--- src/rtl/serial_adder_pkg.sv ---
// Shared types and helpers for the bit-serial adder.
package serial_adder_pkg;

  typedef enum logic [1:0] {
    IDLE  = 2'd0,
    SHIFT = 2'd1,
    DONE  = 2'd2
  } state_t;

  // Bit-counter width for a given operand width.
  function automatic int unsigned cnt_w(input int unsigned width);
    return (width > 1) ? $clog2(width) : 1;
  endfunction

endpackage

--- src/rtl/serial_adder_fa_cell.sv ---
// Combinational 1-bit full adder used as the serial adder's arithmetic cell.
module fa_cell (
  input  logic a,
  input  logic b,
  input  logic ci,
  output logic s,
  output logic co
);

  assign s  = a ^ b ^ ci;
  assign co = (a & b) | (ci & (a ^ b));

endmodule

--- src/rtl/serial_adder.sv ---
// Bit-serial WIDTH-bit adder, LSB first, one bit per clock through a single fa_cell.
// Optional two's-complement overflow output enabled by SERIAL_ADDER_OVF_EN.
module serial_adder
  import serial_adder_pkg::*;
#(
  parameter int unsigned WIDTH = 8
) (
  input  logic             clk,
  input  logic             rst_n,
  input  logic             start,
  input  logic [WIDTH-1:0] a,
  input  logic [WIDTH-1:0] b,
  input  logic             cin,
  output logic             busy,
  output logic             done,
  output logic [WIDTH-1:0] sum,
  output logic             cout
`ifdef SERIAL_ADDER_OVF_EN
  ,
  output logic             ovf
`endif
);

  localparam int unsigned CNT_W = cnt_w(WIDTH);

  state_t             state;
  state_t             state_nxt;
  logic               load_c;
  logic               shift_c;
  logic               last_c;

  logic [WIDTH-1:0]   a_sh;
  logic [WIDTH-1:0]   b_sh;
  logic [WIDTH-2:0]   s_sh;
  logic [WIDTH-1:0]   s_word_c;
  logic               carry;
  logic [CNT_W-1:0]   cnt;
  logic               fa_s;
  logic               fa_co;

  fa_cell u_fa (
    .a  (a_sh[0]),
    .b  (b_sh[0]),
    .ci (carry),
    .s  (fa_s),
    .co (fa_co)
  );

  // Partial sum with the current bit shifted in at the MSB.
  assign s_word_c = {fa_s, s_sh};

  // State register; busy/done are registered decodes of the next state.
  always_ff @(posedge clk or negedge rst_n) begin
    if (!rst_n) begin
      state <= IDLE;
      busy  <= 1'b0;
      done  <= 1'b0;
    end else begin
      state <= state_nxt;
      busy  <= (state_nxt != IDLE);
      done  <= (state_nxt == DONE);
    end
  end

  always_comb begin
    state_nxt = state;
    load_c    = 1'b0;
    shift_c   = 1'b0;
    last_c    = 1'b0;
    case (state)
      IDLE: begin
        if (start) begin
          load_c    = 1'b1;
          state_nxt = SHIFT;
        end
      end
      SHIFT: begin
        shift_c = 1'b1;
        if (cnt == CNT_W'(WIDTH - 1)) begin
          last_c    = 1'b1;
          state_nxt = DONE;
        end
      end
      DONE:    state_nxt = IDLE;
      default: state_nxt = IDLE;
    endcase
  end

  // Operand/partial-sum shifters, ripple carry and bit counter.
  always_ff @(posedge clk or negedge rst_n) begin
    if (!rst_n) begin
      a_sh  <= '0;
      b_sh  <= '0;
      s_sh  <= '0;
      carry <= 1'b0;
      cnt   <= '0;
    end else if (load_c) begin
      a_sh  <= a;
      b_sh  <= b;
      carry <= cin;
      cnt   <= '0;
    end else if (shift_c) begin
      a_sh  <= a_sh >> 1;
      b_sh  <= b_sh >> 1;
      s_sh  <= s_word_c[WIDTH-1:1];
      carry <= fa_co;
      cnt   <= cnt + CNT_W'(1);
    end
  end

  // Result registers only update on the final bit, so partial sums never leak out.
  always_ff @(posedge clk or negedge rst_n) begin
    if (!rst_n) begin
      sum  <= '0;
      cout <= 1'b0;
`ifdef SERIAL_ADDER_OVF_EN
      ovf  <= 1'b0;
`endif
    end else if (last_c) begin
      sum  <= s_word_c;
      cout <= fa_co;
`ifdef SERIAL_ADDER_OVF_EN
      ovf  <= carry ^ fa_co;
`endif
    end
  end

endmodule

--- config.mk ---
export PLATFORM = sky130hd
export DESIGN_NAME = serial_adder
export DESIGN_NICKNAME = d
export VERILOG_FILES = /design/src/rtl/serial_adder_pkg.sv /design/src/rtl/serial_adder_fa_cell.sv /design/src/rtl/serial_adder.sv
export SDC_FILE = /design/constraint.sdc
export NUM_CORES = 1
export LEC_CHECK = 0
export CORE_MARGIN = 2
export CORE_UTILIZATION = 65
export DETAILED_ROUTE_END_ITERATION = 10
export DONT_BUFFER_PORTS = 1
export PLACE_DENSITY = 0.91
export SYNTH_ARGS = -nofsm -noshare
export SYNTH_HDL_FRONTEND = slang
export SYNTH_HIERARCHICAL = 1
export SYNTH_SLANG_ARGS = --single-unit
--- constraint.sdc ---
create_clock -name clk -period 3 [get_ports clk]
set_input_delay 0.45 -clock clk [delete_from_list [all_inputs] [get_ports clk]]
set_output_delay 0.45 -clock clk [all_outputs]
set_load 0.05 [all_outputs]
## Yosys cells after proc, flatten, opt, wreduce, memory -nomap -nowiden

Cells that the tools add are included.

- Mux-type cells: 16
- Add/subtract/negate cells: 1
- Bitwise logic cells: 6
- Reduce and logical (&&, ||, !) cells: 4
- Equality and inequality tests: 3

Operator list:

| kind | number |
|---|---|
| $mux 8 | 4 |
| $mux 1 | 7 |
| $mux 3 | 2 |
| $mux 2 | 2 |
| $pmux 2 s2 | 1 |
| $reduce_bool 2->1 | 2 |
| $add 3x1->3 const B | 1 |
| $eq 3x3->1 const B | 1 |
| $and 1x1->1 | 2 |
| $eq 2x1->1 const B | 1 |
| $eq 2x2->1 const B | 1 |
| $logic_not 2->1 | 1 |
| $reduce_and 2->1 | 1 |
| $xor 1x1->1 | 2 |
| $not 1->1 | 1 |
| $or 1x1->1 | 1 |

- Word-level logic and storage cells: 40
- Input bits: 20
- Output and inout bits: 11
- Register bits: 40

## Depth between registers and ports, before layout

- Depth in word-level cells: 5
- Depth in mapped cells: 6
- Mapped depth without buffers: 5

## Modules after synthesis

The synthesis kept the hierarchy.

By module, submodules not included:

| module | area an instance (um^2) | cells each | sequential area each (um^2) | instances |
|---|---|---|---|---|
| serial_adder | 1607.8 | 134 | 1001.0 | 1 |
| fa_cell | 20.0 | 1 | 0.0 | 1 |

## Least setup slack after synthesis

OpenSTA, ideal clock, no wires.

- Kind: register to register
- From: register cnt[0]
- To: register sum[0]
- Period minus slack after synthesis: 1.352 ns
- Buffers on the path: 0
- Data arrival time: 1.228 ns
- Path slack: 1.648 ns
- Cell stages (with the launch flop): 6
- Setup time: 0.125 ns
- Data required time: 2.875 ns
- Cell sequence: dfrtp_1 > ha_1 > ha_1 > nand3_2 > inv_2 > mux2_2

- Word-level cells in the longest chain between the ends: 3

RTL lines:

| item | RTL line | source |
|---|---|---|
| from (decl) | serial_adder.sv:37 | `logic [CNT_W-1:0] cnt;` |
| from (signal assigned) | serial_adder.sv:107 | `cnt <= cnt + CNT_W'(1);` |
| $eq 3x3->1 | serial_adder.sv:79 | `if (cnt == CNT_W'(WIDTH - 1)) begin` |
| $mux 1 | serial_adder.sv:79 |  |
| $mux 1 | serial_adder.sv:70 | `case (state)` |
| to (signal assigned) | serial_adder.sv:120 | `sum <= s_word_c;` |
| to (decl) | serial_adder.sv:16 | `output logic [WIDTH-1:0] sum,` |

No other way between the ends.
A chain may end at the register's enable or synchronous reset.

## Final worst setup path

- From: register state[1]
- To: register sum[0]

- Word-level cells in the longest chain between the ends: 2

RTL lines:

| item | RTL line | source |
|---|---|---|
| from (decl) | serial_adder.sv:26 | `state_t state;` |
| from (signal assigned) | serial_adder.sv:59 | `state <= state_nxt;` |
| $eq 2x1->1 | serial_adder.sv:70 |  |
| $mux 1 | serial_adder.sv:70 |  |

No other way between the ends.

==> qor.json <==
{
  "outcome": {
    "run_status": "finished clean"
  },
  "power": {
    "power.density_cell_area_nw_per_um2": 1240,
    "p_leak_nw": 0.762,
    "power.switching_fraction": 0.408,
    "total_power_mw": 2.15,
    "pwr-share-seq": 0.561,
    "power.switching_uw": 878,
    "cellInternalPower_mw": 1.28,
    "worst_ir_drop_vdd_mv": 0.910,
    "combinationalPowerShare": 0.276,
    "power.clock.fraction": 0.163
  },
  "timing": {
    "layout_min_cycle_time_ps": 1750,
    "final-max-slew-violation-count": 0,
    "fmaxAchievable_mhz": 572,
    "share_of_the_clock_period_used_by_the_worst_path": 0.583,
    "max_slew_margin": 0.644,
    "setup-tns-final_ps": 0,
    "setup_violations": 0,
    "fin_worst_skew_ps": 8.89,
    "report.final.hold_viol_count": 0,
    "setup_slack_ps": 1250,
    "grt_setup_unrepaired": "false",
    "tightestPinTransition_ps": 534
  },
  "setup_path": {
    "critical-path-slowest-cell": "dfrtp_1",
    "worst-r2r-cell-count": 4,
    "critical_path.startpoint_type": "flip-flop",
    "crit_fanout": 16,
    "regToRegStartpoint": "state[1]",
    "critical-path-top-delay-family": "buffers and inverters",
    "worst_setup_path_end_kind": "flip-flop",
    "timing.setup.critical_path_class": "reg2reg",
    "cp_data_arrival_time_ps": 1990,
    "cp_slowest_stage_delay_ps": 470,
    "setup.reg_to_reg.worst_slack_ps": 1250,
    "worstPathCellList": "inv_1 -> nand3_2 -> inv_2 -> mux2_2",
    "cp.buffers_inverters": 2,
    "r2r-end": "sum[0]",
    "worst_ep_required_time_ps": 3240
  },
  "detailed_routing": {
    "detail_route.wl_per_cell_um": 17.6,
    "drc_errors": 0,
    "drt_first_iter_violations": 29,
    "dr_total_vias": 1037,
    "antenna_violating_nets_post_route": 0,
    "drt_pass1_iterations": 4,
    "vias_per_cell": 6.14,
    "routed_wl_mm": 2.97
  },
  "global_routing": {
    "antenna_violations_before_repair": 0,
    "grt_resource_usage_total": 0.241,
    "grt_overflow_total": 0,
    "vias_in_the_first_global_route": 1052,
    "maximum_number_of_pins_on_one_net_before_global_route_repair": 41,
    "first_pass_grt_wire_length_mm": 4.77
  },
  "clock_network": {
    "clock-root-buffer": "clkbuf_4",
    "clkLatencyLatePin_ps": 350,
    "ctsResizeCount": 0,
    "tritoncts_clock_tree": "done",
    "cts-buffers-inserted": 5,
    "cts.sink_count": 40,
    "cts_buffer_depth": 2,
    "clk_pin_slew_ps": 120,
    "cts.htree.levels": 2
  },
  "synthesis": {
    "synth.top_cells.by_count": "40 x dfrtp_1, 16 x mux2_2, 16 x o22ai_1, 15 x a21oi_1, 15 x nor2_1",
    "synth-edff-count": 0,
    "synthesis.nets": 158,
    "yosysUniqueCellTypes": 21,
    "synthArstFlopShare": 1.00,
    "synth_ff_type": "dfrtp_1",
    "avg_synthesized_cell_area_um2": 12.1,
    "post_synthesis_instance_area_um2": 1630,
    "postSynthCellCount": 135,
    "yosysWarnings": 6,
    "largest_cells_by_area_after_synthesis": "dfrtp_1 61%, mux2_2 11%, o22ai_1 6.1%, a21oi_1 4.6%, nor2_1 3.5%",
    "synth.most_common_cell": "dfrtp_1",
    "seq_total_area_yosys": 0.615,
    "ys_ff_latch": 40,
    "netlist.top_cell.by_area": "dfrtp_1",
    "synth_largest_type_area_fraction": 0.615
  },
  "die": {
    "core_um2": 2430,
    "initial_utilization": 0.669,
    "dieHeight_um": 54.0,
    "num_rows": 18,
    "die_area_um2": 2920,
    "die_w_um": 54.0,
    "io_pins": 31
  },
  "min_path": {
    "timing.hold.worst.start": "b[7]",
    "worstHoldPathType": "in2reg",
    "hold_path_end": "b_sh[7]",
    "holdPathStages": 2
  },
  "place": {
    "place_hpwl_mm": 2.06,
    "buffer_ports.inserted": 0,
    "gp_congestion": 0.766,
    "dp_slack_ps": 1280
  },
  "cells_and_area": {
    "layout-drive-gt1-share": 0.194,
    "flow.area_growth_from_synthesis_pct": 6.76,
    "final_core_utilization": 0.715,
    "nets": 161,
    "num_antenna_cells": 0
  },
  "job": {
    "drv_cap": 0
  }
}
-- state kept, by name, summed over array words and instances, names as in the netlist --
signal and flops:
a_sh 8, b_sh 8, busy 1, carry 1, cnt 3, cout 1, done 1, s_sh 7
state 2, sum 8
-- power by group through the flow --
stage	Sequential (mW)	Combinational (mW)	Clock, mW
after floorplan	1.16	0.505	0
after global placement	1.20	0.539	0
after detailed placement	1.22	0.587	0
after CTS	1.21	0.606	0.353
after global routing	1.24	0.680	0.375
final	1.21	0.594	0.351
-- per-layer routing --
metal / vias up / GRT usage / part of all wire
met5: - / 0 / 0
met4: 0 / 0.133 / 0.019
met3: 8 / 0.0639 / 0.056
met2: 30 / 0.358 / 0.49
met1: 508 / 0.323 / 0.44
li1: 491 / - / -
-- timing repair --
action                                 CTS  global route
endpoints found under the hold margin   40             0
setup endpoints to repair                0             0
hold buffers                             2             0
buffers inserted                         0             0
-- placed cells by master (no fill, tap or decap), drive strengths merged --
master	count
clkbuf	6
o22ai	16
o21bai	1
buf	1
ha	2
nand2	3
clkinv	1
fa	1
o21ai	1
a21oi	15
nand2b	3
mux2	16
dlygate4sd3	1
nor2	15
nor3	2
o32ai	2
inv	8
bufinv	1
o311ai	1
dfrtp	40
nand3	1
a22o	2
-- through the flow --
step | hold WS (ps) | area, um2 | instances
floorplan | 154 | 1630 | 135
global placement | 155 | 1630 | 159
detailed placement | 155 | 1630 | 159
CTS | 259 | 1740 | 169
global route | 271 | 1740 | 169
finish | 256 | 1740 | 169
-- final cells by class --
cell class | count | area (um2)
Sequential cell | 40 | 1000
Fill cell | 173 | 694
Multi-Input combinational cell | 81 | 563
Clock buffer | 6 | 41.3
Tap cell | 30 | 37.5
Clock inverter | 2 | 35.0
Timing Repair Buffer | 2 | 30.0
Inverter | 8 | 30.0
-- logic make-up (layout without fill, tap and decap cells) --
kind of cell               after synthesis  after routing  synth area share
muxes                                   16             16             0.111
DFF                                     40             40             0.615
and+or+nand+nor                         24             24            0.0653
buffers and inverters                   14             18            0.0392
AOI/OAI and AO/OA                       38             38             0.142
adders and majority gates                3              3            0.0277
-- how the worst max path moves through the flow --
stage,from,endpoint,slack (ps),cells past startpoint
2_1_floorplan,cnt[0],sum[0],1650,5
3_3_place_gp,state[1],sum[5],1360,4
3_5_place_dp,state[1],sum[0],1280,4
4_1_cts,state[1],sum[0],1250,4
5_1_grt,state[1],sum[0],1150,4
6_report,state[1],sum[0],1250,4
No activity file was read; power rests on OpenSTA's default activity.
